===== src/rtl/round_robin_arbiter_n_req_pkg.sv =====
`default_nettype none
// ============================================================================
// Module   : round_robin_arbiter_n_req_pkg
// Purpose  : Shared helper for the N-requester round-robin arbiter.
//            Provides the modulo-N increment that sets the scan start index.
// Ports    : none (package)
// Revision : 1.0 - initial release
// ============================================================================
package round_robin_arbiter_n_req_pkg;

  // (idx + 1) mod n, written as an explicit compare so that non-power-of-2
  // requester counts wrap correctly.
  function automatic int unsigned wrap_inc(input int unsigned idx,
                                           input int unsigned n);
    if ((idx + 1) >= n) begin
      return 0;
    end
    return idx + 1;
  endfunction

endpackage : round_robin_arbiter_n_req_pkg
`default_nettype wire


===== src/rtl/rr_priority_pick.sv =====
`default_nettype none
// ============================================================================
// Module   : rr_priority_pick
// Purpose  : Combinational rotating-priority picker. The request vector is
//            rotated so that slot 0 corresponds to 'start', a fixed-priority
//            encoder finds the lowest set slot, and the slot is mapped back to
//            its absolute requester index.
// Ports    : req   [N]          - request vector
//            start [clog2(N)]   - index that has highest priority (< N)
//            grant [N]          - one-hot grant, zero when no request
//            idx   [clog2(N)]   - granted index, zero when no request
//            any                - at least one request is set
// Revision : 1.0 - initial release
// ============================================================================
module rr_priority_pick #(
  parameter int N = 4
) (
  input  logic [N-1:0]         req,
  input  logic [$clog2(N)-1:0] start,
  output logic [N-1:0]         grant,
  output logic [$clog2(N)-1:0] idx,
  output logic                 any
);

  localparam int IW = $clog2(N);
  // One extra bit so start + offset (< 2N) never overflows before the wrap.
  localparam logic [IW:0] C_N = (IW + 1)'(N);

  logic [N-1:0] w_rot;
  logic [IW:0]  w_pos [N];

  // Slot i of the rotated vector is requester (start + i) mod N.
  generate
    for (genvar gi = 0; gi < N; gi++) begin : g_rot
      logic [IW:0] w_sum;
      assign w_sum      = {1'b0, start} + (IW + 1)'(gi);
      assign w_pos[gi]  = (w_sum >= C_N) ? (w_sum - C_N) : w_sum;
      assign w_rot[gi]  = req[w_pos[gi][IW-1:0]];
    end
  endgenerate

  // Fixed-priority encode on the rotated vector; walking downward lets the
  // lowest set slot overwrite the others. Mapping through w_pos is the
  // rotate-back step.
  always_comb begin
    any = 1'b0;
    idx = '0;
    for (int i = N - 1; i >= 0; i--) begin
      if (w_rot[i]) begin
        any = 1'b1;
        idx = w_pos[i][IW-1:0];
      end
    end
  end

  generate
    for (genvar gj = 0; gj < N; gj++) begin : g_grant
      assign grant[gj] = any && (idx == IW'(gj));
    end
  endgenerate

endmodule : rr_priority_pick
`default_nettype wire


===== src/rtl/round_robin_arbiter_n_req.sv =====
`default_nettype none
// ============================================================================
// Module   : round_robin_arbiter_n_req
// Purpose  : N-requester round-robin arbiter with a bounded grant-hold burst.
//            The grant is combinational from the requests; a registered owner
//            index and hold counter decide who is favoured next.
// Ports    : clk               - clock, rising edge
//            rst               - asynchronous reset, active low
//            requests    [N]   - level-sensitive request per requester
//            grants      [N]   - one-hot grant or zero
//            grant_valid       - OR of grants
//            grant_idx   [clog2(N)] - granted index, zero when no grant
// Revision : 1.0 - initial release
// ============================================================================
module round_robin_arbiter_n_req
  import round_robin_arbiter_n_req_pkg::*;
#(
  parameter int N        = 4,
  parameter int MAX_HOLD = 1
) (
  input  logic                 clk,
  input  logic                 rst,
  input  logic [N-1:0]         requests,
  output logic [N-1:0]         grants,
  output logic                 grant_valid,
  output logic [$clog2(N)-1:0] grant_idx
);

  localparam int IW = $clog2(N);
  localparam int HW = $clog2(MAX_HOLD + 1);
  localparam logic [HW-1:0] C_MAX_HOLD = HW'(MAX_HOLD);
  localparam logic [HW-1:0] C_HOLD_ONE = HW'(1);

  logic          r_last_valid;
  logic [IW-1:0] r_last_idx;
  logic [HW-1:0] r_hold_cnt;

  logic          w_keep;
  logic [IW-1:0] w_start;
  logic [N-1:0]  w_pick_grant;
  logic [IW-1:0] w_pick_idx;
  logic          w_pick_any;
  logic [N-1:0]  w_keep_grant;
  logic [N-1:0]  w_sel_grant;
  logic [IW-1:0] w_sel_idx;
  logic          w_active;

  // A zero hold count means the chain was broken by an idle cycle (or never
  // started), so the owner only competes through the normal scan.
  assign w_keep = r_last_valid
               && requests[r_last_idx]
               && (r_hold_cnt != '0)
               && (r_hold_cnt < C_MAX_HOLD);

  assign w_start = r_last_valid ? IW'(wrap_inc(int'(r_last_idx), N)) : '0;

  rr_priority_pick #(
    .N (N)
  ) u_pick (
    .req   (requests),
    .start (w_start),
    .grant (w_pick_grant),
    .idx   (w_pick_idx),
    .any   (w_pick_any)
  );

  assign w_keep_grant = N'(1) << r_last_idx;
  assign w_sel_grant  = w_keep ? w_keep_grant : w_pick_grant;
  assign w_sel_idx    = w_keep ? r_last_idx   : w_pick_idx;

  // Outputs are gated by rst so they drop the moment reset asserts.
  assign w_active    = rst && w_pick_any;
  assign grants      = w_active ? w_sel_grant : '0;
  assign grant_valid = w_active;
  assign grant_idx   = w_active ? w_sel_idx   : '0;

  always_ff @(posedge clk or negedge rst) begin
    if (!rst) begin
      r_last_valid <= 1'b0;
      r_last_idx   <= '0;
      r_hold_cnt   <= '0;
    end else if (!w_pick_any) begin
      r_hold_cnt   <= '0;
    end else if (w_keep) begin
      r_hold_cnt   <= r_hold_cnt + C_HOLD_ONE;
    end else begin
      // New owner, or the sole requester restarting after its burst ran out.
      r_last_valid <= 1'b1;
      r_last_idx   <= w_sel_idx;
      r_hold_cnt   <= C_HOLD_ONE;
    end
  end

endmodule : round_robin_arbiter_n_req
`default_nettype wire

===== config.mk =====
export PLATFORM = sky130hd
export DESIGN_NAME = round_robin_arbiter_n_req
export DESIGN_NICKNAME = d
export VERILOG_FILES = /design/src/rtl/round_robin_arbiter_n_req_pkg.sv /design/src/rtl/rr_priority_pick.sv /design/src/rtl/round_robin_arbiter_n_req.sv
export SDC_FILE = /design/constraint.sdc
export NUM_CORES = 1
export LEC_CHECK = 0
export ABC_AREA = 1
export BUFFER_PORTS_ARGS = -buffer_cell sky130_fd_sc_hd__buf_2
export CAP_MARGIN = 20
export CORE_AREA = 3 3 40 42
export DETAILED_ROUTE_END_ITERATION = 10
export DIE_AREA = 0 0 43 45
export GPL_TIMING_DRIVEN = 0
export PLACE_DENSITY = 0.59
export SYNTH_ARGS = -nofsm -noshare
export SYNTH_HDL_FRONTEND = slang
export SYNTH_SLANG_ARGS = --single-unit

===== constraint.sdc =====
create_clock -name clk -period 1.9 [get_ports clk]
set_clock_uncertainty 0.15 [all_clocks]
set_input_delay 0.095 -clock clk [delete_from_list [all_inputs] [get_ports clk]]
set_output_delay 0.095 -clock clk [all_outputs]
set_load 0.02 [all_outputs]

# Word-level counts from Yosys, hierarchy flattened
# Index checks and enable logic that the tools add are counted.
[classes]
muxes = 31
reduce_logical = 10
bitwise_logic = 1
n_eq_ne = 3
n_lt_le_gt_ge = 11
n_addsub = 9
n_shift = 1
[ops]
columns = ["operator", "count"]
rows = [
  ["$mux W2", 12],
  ["$lt A2 B3 Y1 const B", 5],
  ["$ge A3 B3 Y1 const B", 4],
  ["$mux W1", 12],
  ["$bmux W1 S2", 5],
  ["$logic_and A1 B1 Y1", 8],
  ["$mux W4", 2],
  ["$sub A2 B1 Y2 const B", 4],
  ["$add A2 B1 Y3 const B", 2],
  ["$add A2 B2 Y3 const B", 2],
  ["$eq A2 B2 Y1 const B", 2],
  ["$shl A1 B2 Y4 const A", 1],
  ["$ge A2 B3 Y1 const B", 1],
  ["$eq A2 B1 Y1 const B", 1],
  ["$logic_not A2 Y1", 1],
  ["$reduce_and A2 Y1", 1],
  ["$add A1 B1 Y1 const B", 1],
  ["$lt A1 B1 Y1 const B", 1],
  ["$not A1 Y1", 1],
]
[totals]
input_bits = 6
register_bits = 4
out_inout_bits = 7
elab_cells = 69

# Depth between registers and ports, before layout
# Gate-level depths: netlist of the first run.
[logic_depth]
depth_word = 18
depth_mapped = 14
ltp_nobuf = 14

# By module
# A second synthesis of the first run with hierarchy kept.
[unflattened]
cells_unflattened = 88
area_unflattened_um2 = 451.7
[modules_own_cells]
columns = ["mod", "area_each_um2", "cells_each", "seq_area_each_um2", "n_inst"]
rows = [
  ["rr_priority_pick", 241.5, 55, 0.0, 1],
  ["round_robin_arbiter_n_req", 210.2, 33, 75.1, 1],
]

# Worst setup path before layout of the first run
# No wires, ideal clock.
[synth_path]
kind = "flip-flop to output port"
from = "register r_last_idx[0]"
to = "output grants[2]"
path_buffers = 0
stages_incl_launch_ff = 12
t_required_ns = 1.655
setup_slack_ns = -0.152
arrival_time_ns = 1.807
cell_sequence = "dfrtp_1 ha_1 nor2_4 nand2_4 nand2_1 and2_4 nand2_2 nand2_2 inv_2 nand2_1 nand2_2 a21oi_1"
[synth_via]
elab_chain_cells = 18
elab_cells_between_ends = 47
classes_between = "add/sub (8); order compare (5); eq/ne (1); shift (1); mux (27); reduce/logical (5)"
[synth_rtl]
columns = ["element", "line_no", "source"]
rows = [
  ["start, declared", "round_robin_arbiter_n_req.sv:35", "logic [IW-1:0] r_last_idx;"],
  ["start signal, assigned", "round_robin_arbiter_n_req.sv:89", "r_last_idx <= w_sel_idx;"],
  ["$add A2 B1 Y3", "round_robin_arbiter_n_req_pkg.sv:18", "return idx + 1;"],
  ["$ge A3 B3 Y1", "round_robin_arbiter_n_req_pkg.sv:15", "if ((idx + 1) >= n) begin"],
  ["$mux W1", "round_robin_arbiter_n_req_pkg.sv:15", ""],
  ["$mux W2", "round_robin_arbiter_n_req_pkg.sv:18", ""],
  ["$mux W2", "round_robin_arbiter_n_req.sv:55", "assign w_start = r_last_valid ? IW'(wrap_inc(int'(r_last_idx), N)) : '0;"],
  ["$add A2 B2 Y3", "rr_priority_pick.sv:36", "assign w_sum = {1'b0, start} + (IW + 1)'(gi);"],
  ["$ge A3 B3 Y1 or $sub A2 B1 Y2 (tied branches)", "rr_priority_pick.sv:37", "assign w_pos[gi] = (w_sum >= C_N) ? (w_sum - C_N) : w_sum;"],
  ["$mux W2", "rr_priority_pick.sv:37", ""],
  ["$bmux W1 S2", "rr_priority_pick.sv:38", "assign w_rot[gi] = req[w_pos[gi][IW-1:0]];"],
  ["$mux W1 (not written as such)", "rr_priority_pick.sv:38", ""],
  ["$mux W2 (4 in a row)", "rr_priority_pick.sv:49", "if (w_rot[i]) begin"],
  ["$eq A2 B2 Y1", "rr_priority_pick.sv:58", "assign grant[gj] = any && (idx == IW'(gj));"],
  ["$logic_and A1 B1 Y1", "rr_priority_pick.sv:58", ""],
  ["$mux W4", "round_robin_arbiter_n_req.sv:68", "assign w_sel_grant = w_keep ? w_keep_grant : w_pick_grant;"],
  ["$mux W4 (*)", "round_robin_arbiter_n_req.sv:73", "assign grants = w_active ? w_sel_grant : '0;"],
  ["end, declared", "round_robin_arbiter_n_req.sv:24", "output logic [N-1:0] grants,"],
]
# Mark *: on every way between the ends. The rest lies on a longest branch, timed or not. The select of a mux whose other input is x is not followed.

# Final worst setup path of the first run
[layout_path]
from = "register r_last_idx[0]"
to = "output grants[1]"
[layout_via]
elab_chain_cells = 18
elab_cells_between_ends = 47
classes_between = "add/sub (8); order compare (5); eq/ne (1); shift (1); mux (27); reduce/logical (5)"
[layout_rtl]
columns = ["element", "line_no"]
rows = [
  ["$add A2 B1 Y3", "round_robin_arbiter_n_req_pkg.sv:18"],
  ["$ge A3 B3 Y1", "round_robin_arbiter_n_req_pkg.sv:15"],
  ["$mux W1", "round_robin_arbiter_n_req_pkg.sv:15"],
  ["$mux W2", "round_robin_arbiter_n_req_pkg.sv:18"],
  ["$mux W2", "round_robin_arbiter_n_req.sv:55"],
  ["$add A2 B2 Y3", "rr_priority_pick.sv:36"],
  ["$ge A3 B3 Y1 or $sub A2 B1 Y2 (tied branches)", "rr_priority_pick.sv:37"],
  ["$mux W2", "rr_priority_pick.sv:37"],
  ["$bmux W1 S2", "rr_priority_pick.sv:38"],
  ["$mux W1 (not written as such)", "rr_priority_pick.sv:38"],
  ["$mux W2 (4 in a row)", "rr_priority_pick.sv:49"],
  ["$eq A2 B1 Y1", "rr_priority_pick.sv:58"],
  ["$logic_and A1 B1 Y1", "rr_priority_pick.sv:58"],
  ["$mux W4", "round_robin_arbiter_n_req.sv:68"],
  ["$mux W4 (*)", "round_robin_arbiter_n_req.sv:73"],
]
# Marked as above.

==> results.toml, run 1 <==
[floorplanning]
fp.dieW_um = 43
fp.dieH_um = 45
core_um2 = 1280
core.rowCount = 13
ios = 13
initial_core_util_pct = 39.0
dieArea_um2 = 1940

[route]
wirelength_um = 1870
drc_errors = 0
wl_per_cell_um = 14.3
vias = 635
drt-pass1-iter-count = 4
via_per_inst = 4.85
ant_nets = 0
initialDrtViolationCount = 5

[sta]
max_clock_freq_ghz = 0.420
tightest_slew_ps = 195
worst_slack_ps = -481
timing.final.hold_violations = 0
finalSetupViolations = 10
period_share_pct = 125
rsz0062_at_grt = "yes"
fin_crit_ps = 2380
tns_ps = -3480
timing.max_slew.rel_slack_pct = 87.0
slew_viol_final = 0

[critical_path]
crit_chain = "ha_4 > nor2_4 > buf_6 > nand2_8 > nand2_4 > nand2_2 > nand2_4 > nand2_4 > nor2_4 > nor2_4 > nand2_4 > nand3_4 > nor2_4 > buf_6"
path_buf_inv = 2
r2r-end = "r_last_idx[0]$_DFFE_PN0P_"
crit_fanout = 6
slowest_stage = "dfrtp_2"
critPathMaxStageDelay_ps = 440
rr_worst_depth = 15
cp.required_ps = 1650
crit_path_end_kind = "output pin"
cp.arrival_ps = 2140
r2r_setup_slack_ps = -390
startpoint_type = "flip-flop"
worstSetupPathDepth = 14
r2r_start = "r_last_idx[0]$_DFFE_PN0P_"
path_delay_family = "simple AND/OR/NAND/NOR gates"
crit_start = "r_last_idx[0]$_DFFE_PN0P_"
worst-setup-path-type = "reg -> out"
endpoint = "grants[1]"

[cts]
cts_tree = "yes"
cts_buffers = 3
clock_path_buffers = 2
cts.clk_slew.worst_paths_ps = 40
cts_root_buf = "clkbuf_4"
clock_sink_count = 3
htree_levels = 1
clk_latency_ps = 250

[logic_synthesis]
yosysTopAreaCell = "nand2_2"
synth_edf_count = 0
syn_nets = 91
synth_area_leaders = "nand2_2 (17%), dfrtp_1 (15%), nand2_1 (13%), nand3_1 (11%), inv_1 (10%)"
synth_ff_type = "dfrtp_1"
async_flop_share_pct = 100
yosysWarnings = 0
synth_area_per_cell_um2 = 6.04
syn_area_um2 = 502
ys_ff_latch = 3
postSynthCellCount = 83
ys_types = 18
seq_area_frac_synth_pct = 15.0
synth_top_area_share_pct = 17.5

[placed_design]
dp_hpwl_um = 992
place_congestion = 0.728
io_buffers = 12

[min_path]
hp-class = "in -> async"

[layout]
antennaDiodeCount = 0
areaGrowthSynthToFinish_pct = 101
drive_gt1_share_pct = 75.0
nets = 125

[global_route]
grt_pass1_vias = 652
grt_max_degree = 11
antenna_found_initial = 0
grt_pass1_wl_um = 2700
overflow = 0
grt_usage_pct = 18.5

[run]
drv_cap = 0

[status]
violations = "negative setup slack"
status = "finished with violations"
[Yosys cell counts (2+ instances only)]
library cell  instances
nand2_1              18
inv_1                14
nand2_2              14
nand3_1              11
nor2_1                5
dfrtp_1               3
inv_2                 3
nand3_2               3
ha_1                  2
nand4_1               2
[placed cells by master, fill, tap and decap left out, drive strengths merged]
cell / count
nand2: 33
dlygate4sd3: 1
o21bai: 1
clkbuf: 4
ha: 2
a21oi: 2
dfrtp: 3
buf: 29
inv: 17
or2: 1
and2: 1
nand3: 14
nand4: 2
nor2: 6
[logic make-up (layout without fill, tap and decap cells)]
logic type | after synthesis | count (layout) | share of synthesized area (%)
simple gates | 57 | 57 | 61.6
buf+inv | 18 | 51 | 14.2
compound gates | 3 | 3 | 4.24
flops | 3 | 3 | 15.0
fa+ha+maj | 2 | 2 | 4.99
[routing by layer]
layer  track usage [%]  wire length [µm]  part of all wire [%]  vias up
met3              1.20                21                   1.1        4
met1              19.8               702                    38      299
met4              7.83                40                   2.1        0
met2              37.1              1110                    59       10
li1                  -                 -                     -      322
met5                 0                 0                     0        -
[worst register-to-register path: cells and delay by family (launching register included)]
family	cells	cell delay [ps]
flops	1	440
simple gates	7	610
fa+ha+maj	1	180
buf+inv	7	800
[how the worst min path moves through the flow]
stage | endpoint | slack [ps] | cells past startpoint
after floorplan | r_last_idx[0]$_DFFE_PN0P_ | -350 | 0
after CTS | r_last_idx[1]$_DFFE_PN0P_ | 140 | 2
after detailed placement | r_last_idx[0]$_DFFE_PN0P_ | -220 | 1
after global placement | r_last_valid$_DFFE_PN0P_ | -230 | 1
final | r_last_idx[0]$_DFFE_PN0P_ | 140 | 2
after global routing | r_last_idx[0]$_DFFE_PN0P_ | 170 | 2
[metrics by stage]
stage	hold slack [ps]	worst slack (ps)	utilization (%)	std cells	cell area [µm²]
after floorplan	-351	-13.3	-	83	551
after global placement	-225	-259	49.0	110	629
after detailed placement	-222	-296	49.0	110	629
after CTS	141	-418	68.4	128	878
after global routing	167	-572	78.7	131	1010
final	143	-481	78.7	131	1010
[flip-flops by register name (all words and copies together) (netlist names)]
signal        count
r_last_idx        2
r_last_valid      1
[repair_timing]
action,in CTS,in global routing
pin swaps,9,16
endpoints found under the hold margin,3,0
resized for setup,31,25
hold buffers,1,0
endpoints found under the setup margin,10,10
setup buffers,13,3
[layout make-up]
| cell class | count | area (µm²) |
|---|---|---|
| tap | 15 | 18.8 |
| multi-input combinational | 62 | 581 |
| clock buffer | 4 | 26.3 |
| fill | 92 | 274 |
| buffer | 1 | 7.51 |
| timing repair buffer | 29 | 235 |
| inverter | 17 | 66.3 |
| sequential | 3 | 76.3 |
Power of run 1 is left out: the tool's default activity adds up to more than one toggle a clock period on the data nets, which glitch-free logic cannot reach.
==> run 2: changes to the inputs <==
Settings changed: ABC_AREA 1 to unset, PLACE_DENSITY 0.59 to 0.53.
==> results.toml, run 2 <==
[placed_design]
placed_cells = 78
dp_hpwl_um = 788
io_buffers = 12
place_congestion = 0.800
dpl-instance-area_um2 = 568

[min_path]
hp-start = "requests[3]"
min_path_cells = 3
hold_end = "r_last_valid$_DFFE_PN0P_"
hp-class = "in -> reg"

[power_and_ir_drop]
p_seq_share_pct = 6.8
switchingPower_mw = 0.716
ir_worst_vdd_uv = 1130
clkPwrFrac_pct = 6.9
leakage_nw = 0.299
power_density_nw_per_um2 = 2190
switching_share_pct = 46.0
comb_power_share_pct = 86.2
p_int_mw = 0.839

[cts]
cts.clk_slew.worst_paths_ps = 40
cts_root_buf = "clkbuf_4"
cts_buffers = 3
clk_latency_ps = 230
clock_sink_count = 3
clock_path_buffers = 2
cts_tree = "yes"
htree_levels = 1

[logic_synthesis]
syn_area_um2 = 427
synth_ff_type = "dfrtp_1"
synthTopCellsByCount = "a21oi_1 (4), inv_1 (4), nor2_1 (4)"
synth_area_leaders = "dfrtp_1 (18%), a2111oi_4 (6.5%), ha_1 (5.9%), a21oi_1 (4.7%), a211o_1 (4.1%)"
synth_edf_count = 0
ys_types = 30
seq_area_frac_synth_pct = 17.6
syn_nets = 59
postSynthCellCount = 51
ys_ff_latch = 3
yosysWarnings = 0
synth_top_area_share_pct = 17.6
synth_area_per_cell_um2 = 8.37
yosysTopAreaCell = "dfrtp_1"
async_flop_share_pct = 100

[layout]
top_register = "r_last_idx"
most-common-layout-cells = "buf_6 (7), buf_2 (6), buf_4 (6)"
design_area_um2 = 709
antennaDiodeCount = 0
areaGrowthSynthToFinish_pct = 66.3
instances_no_fill = 89
drive_gt1_share_pct = 56.8
nets = 83
largest_register_ffs = 2
final_common_cell = "buf_6"
reg_top3 = "r_last_idx x2, r_last_valid x1"

[floorplanning]
core.rowCount = 13
fp.dieW_um = 43
initial_core_util_pct = 33.2
dieArea_um2 = 1940
ios = 13
core_um2 = 1280
fp.dieH_um = 45

[critical_path]
startpoint_type = "flip-flop"
cp.arrival_ps = 2360
cp.required_ps = 1650
r2r-end = "r_last_idx[0]$_DFFE_PN0P_"
crit_path_end_kind = "output pin"
r2r_start = "r_last_idx[0]$_DFFE_PN0P_"
rr_worst_depth = 9
crit_fanout = 5
r2r_setup_slack_ps = -330
worst-setup-path-type = "reg -> out"

[global_route]
grt_usage_pct = 12.8
antenna_found_initial = 0
grt_pass1_wl_um = 1950
grt_pass1_vias = 447
overflow = 0
grt_max_degree = 10

[sta]
finalSetupViolations = 7
slew_viol_final = 0
period_share_pct = 137
fin_crit_ps = 2610
timing.max_slew.rel_slack_pct = 61.8
rsz0062_at_grt = "yes"
max_clock_freq_ghz = 0.383
worst_slack_ps = -709
timing.final.hold_violations = 0
tightest_slew_ps = 568

[status]
status = "finished with violations"
violations = "negative setup slack"

[route]
drt-pass1-iter-count = 4
wl_per_cell_um = 13.1
vias = 484
via_per_inst = 5.44
ant_nets = 0
drc_errors = 0
wirelength_um = 1170
initialDrtViolationCount = 7

[run]
drv_cap = 0
-- run 2: cell types whose count changed after synthesis, sizes merged, moves of 3 or more --
cell / previous run / this run
a21oi: 2 / 5
inv: 17 / 4
nand2: 33 / 3
nand3: 14 / 0
o21ai: 0 / 4
-- run 2: cell type report --
class / count / area (µm²)
Fill cell: 128 / 576
Multi-Input combinational cell: 43 / 408
Inverter: 4 / 17.5
Buffer: 1 / 11.3
Timing Repair Buffer: 19 / 153
Clock buffer: 4 / 26.3
Tap cell: 15 / 18.8
Sequential cell: 3 / 75.1
-- run 2: how the worst max path moves through the flow --
stage | startpoint | end | cells after the start | slack (ps)
3_3_place_gp | r_last_idx[0]$_DFFE_PN0P_ | grant_idx[0] | 9 | -540
4_1_cts | r_last_idx[0]$_DFFE_PN0P_ | grant_idx[0] | 9 | -690
5_1_grt | r_last_idx[0]$_DFFE_PN0P_ | grant_idx[0] | 9 | -800
2_1_floorplan | r_last_idx[0]$_DFFE_PN0P_ | grant_idx[0] | 8 | -320
3_5_place_dp | r_last_idx[0]$_DFFE_PN0P_ | grant_idx[0] | 9 | -550
6_report | r_last_idx[0]$_DFFE_PN0P_ | grants[2] | 11 | -710
-- run 2: cells by family after synthesis --
| group | share of synthesized area [%] |
|---|---|
| compound gates | 36.4 |
| fa+ha+maj | 5.86 |
| buf+inv | 6.16 |
| flops | 17.6 |
| simple gates | 34.0 |
-- run 2: layer usage --
metal  routed length [µm]  global-route usage (%)  vias up
met5                    0                       0        -
met4                    0                    5.42        0
met3                   36                   0.797        0
met2                  612                    21.6        9
met1                  519                    16.9      234
li1                     -                       -      241
-- run 2: critical path: stages (launching register included) --
cell      delay [ps]
dfrtp_1          380
buf_6            130
inv_4             40
ha_4             200
buf_4            130
o211ai_1         120
a21oi_2          100
a211o_1          300
a211o_1          350
buf_6            140
a21oi_2          100
buf_4            150
-- run 2: per-stage QoR --
step | total power [mW] | hold WS [ps] | worst slack (ps) | TNS [ps] | utilization, %
finish | 1.56 | 45.0 | -709 | -4120 | 55.2
global route | 1.67 | 88.4 | -796 | -4700 | 55.2
CTS | 1.52 | 37.3 | -690 | -4030 | 54.4
detailed placement | 1.10 | -225 | -546 | -3030 | 44.2
global placement | 1.10 | -226 | -535 | -3000 | 44.2
floorplan | 0.929 | -351 | -323 | -1760 | -
-- run 2: repair_timing --
action | 4_1_cts | 5_1_grt
pin swaps | 7 | 3
endpoints found under the hold margin | 3 | 0
setup endpoints to repair | 8 | 8
gates resized for setup | 15 | 3
setup buffers | 6 | 0
hold buffers | 1 | 0
-- run 2: power groups by stage --
stage / Combinational, mW / Clock, mW / Sequential [mW]
after detailed placement: 0.997 / 0 / 0.107
after global placement: 0.997 / 0 / 0.106
after CTS: 1.31 / 0.112 / 0.106
final: 1.34 / 0.108 / 0.106
after global routing: 1.45 / 0.113 / 0.107
after floorplan: 0.827 / 0 / 0.102
Power figures use the tool's default switching activity.
==> run 3: changes to the inputs <==
Settings changed: PLACE_DENSITY 0.53 to 0.65.
==> results.toml, run 3 (same netlist as run 2, synthesis figures left out) <==
[cts]
clock_sink_count = 3
clk_latency_ps = 230
cts_buffers = 3
htree_levels = 1
clock_path_buffers = 2
cts_tree = "yes"
cts.clk_slew.worst_paths_ps = 40
cts_root_buf = "clkbuf_4"

[route]
ant_nets = 0
via_per_inst = 5.34
drt-pass1-iter-count = 4
drc_errors = 0
wirelength_um = 1290
vias = 491
initialDrtViolationCount = 8
wl_per_cell_um = 14.0

[critical_path]
worst-setup-path-type = "reg -> out"
crit_fanout = 5
startpoint_type = "flip-flop"
cp.required_ps = 1650
r2r_setup_slack_ps = -320
cp.arrival_ps = 2380
crit_path_end_kind = "output pin"

[status]
status = "finished with violations"
violations = "negative setup slack"

[layout]
areaGrowthSynthToFinish_pct = 87.4
design_area_um2 = 800
nFillCells = 106
nets = 86
antennaDiodeCount = 0
most-common-layout-cells = "buf_6 (10), buf_2 (6), buf_4 (6)"
reg_top3 = "r_last_idx x2, r_last_valid x1"
largest_register_ffs = 2
final_common_cell = "buf_6"
top_register = "r_last_idx"
drive_gt1_share_pct = 67.5

[global_route]
grt_max_degree = 10
grt_usage_pct = 12.4
overflow = 0
grt_pass1_wl_um = 1900
grt_pass1_vias = 463
antenna_found_initial = 0

[power_and_ir_drop]
leakage_nw = 0.330
ir_worst_vdd_uv = 1410
power_density_nw_per_um2 = 2350

[floorplanning]
fp.dieW_um = 43
core_um2 = 1280
dieArea_um2 = 1940
initial_core_util_pct = 33.2
fp.dieH_um = 45
core.rowCount = 13
ios = 13

[min_path]
hp-class = "in -> reg"

[run]
drv_cap = 0

[placed_design]
dp_hpwl_um = 790
place_congestion = 0.784
io_buffers = 12
dpl-instance-area_um2 = 568

[sta]
tightest_slew_ps = 659
worst_slack_ps = -725
timing.final.hold_violations = 0
whs_ps = 70.0
timing.max_slew.rel_slack_pct = 55.7
fin_crit_ps = 2630
period_share_pct = 138
rsz0062_at_grt = "yes"
max_clock_freq_ghz = 0.381
finalSetupViolations = 8
slew_viol_final = 0
## run 3: cell count changes in the layout (fill, tap and decap cells not counted), moves of 2 or more
cell / change
buf_6: +3
o21ai_1: +2
a211o_1: -2
o21ai_0: -2
## run 3: layer usage
| metal | global-route usage [%] | routed length (µm) | vias to the layer above | share of wire (%) |
|---|---|---|---|---|
| li1 | - | - | 249 | - |
| met1 | 15.5 | 558 | 234 | 43 |
| met2 | 23.7 | 712 | 8 | 55 |
| met3 | 0 | 20 | 0 | 1.5 |
| met4 | 3.61 | 0 | 0 | 0 |
| met5 | 0 | 0 | - | 0 |
## run 3: area by class of cell
type	count	area, µm²	share of cell area (%)
Inverter	4	17.5	2.19
Timing Repair Buffer	22	186	23.3
Clock buffer	4	26.3	3.29
Tap cell	15	18.8	2.35
Sequential cell	3	75.1	9.39
Multi-Input combinational cell	43	464	58.1
Buffer	1	11.3	1.41
## run 3: through the flow
stage / instances / power [mW] / setup TNS (ps) / util (%) / worst slack [ps]
finish: 92 / 1.88 / -4500 / 62.2 / -725
detailed placement: 78 / 1.10 / -3100 / 44.2 / -557
global placement: 78 / 1.10 / -2960 / 44.2 / -540
global route: 92 / 2.01 / -5240 / 62.2 / -811
floorplan: 51 / 0.929 / -1760 / - / -323
CTS: 91 / 1.51 / -4390 / 54.2 / -705
## run 3: worst max-delay path, stage by stage (launching register included)
cell      delay, ps
dfrtp_1         410
buf_6           140
inv_4            40
ha_4            210
buf_6           120
o211ai_1         90
a21oi_2          80
a211o_2         320
a211o_4         380
buf_6           120
a21oi_2         100
buf_4           150
## run 3: power by group
| group | switching [mW] | internal, mW | total (mW) |
|---|---|---|---|
| Combinational | 0.781 | 0.875 | 1.66 |
| Sequential | 0.0279 | 0.0879 | 0.116 |
| Clock | 0.0319 | 0.0786 | 0.111 |
| Total | 0.840 | 1.04 | 1.88 |
## run 3: final timing paths
path,cells after the start,startpoint,end
min in group asynchronous,2,rst,r_last_idx[1]$_DFFE_PN0P_
hold reg to reg,1,r_last_idx[1]$_DFFE_PN0P_,r_last_idx[1]$_DFFE_PN0P_
hold / removal,3,requests[3],r_last_valid$_DFFE_PN0P_
max in group asynchronous,2,rst,r_last_idx[0]$_DFFE_PN0P_
setup reg to reg,9,r_last_idx[0]$_DFFE_PN0P_,r_last_idx[0]$_DFFE_PN0P_
setup / recovery,11,r_last_idx[0]$_DFFE_PN0P_,grants[2]
## run 3: what timing repair did
action,4_1_cts,5_1_grt
endpoints found under the hold margin,3,0
buffers inserted,8,2
resized for setup,12,23
hold buffers,1,0
setup endpoints to repair,8,8
pin swaps,9,7
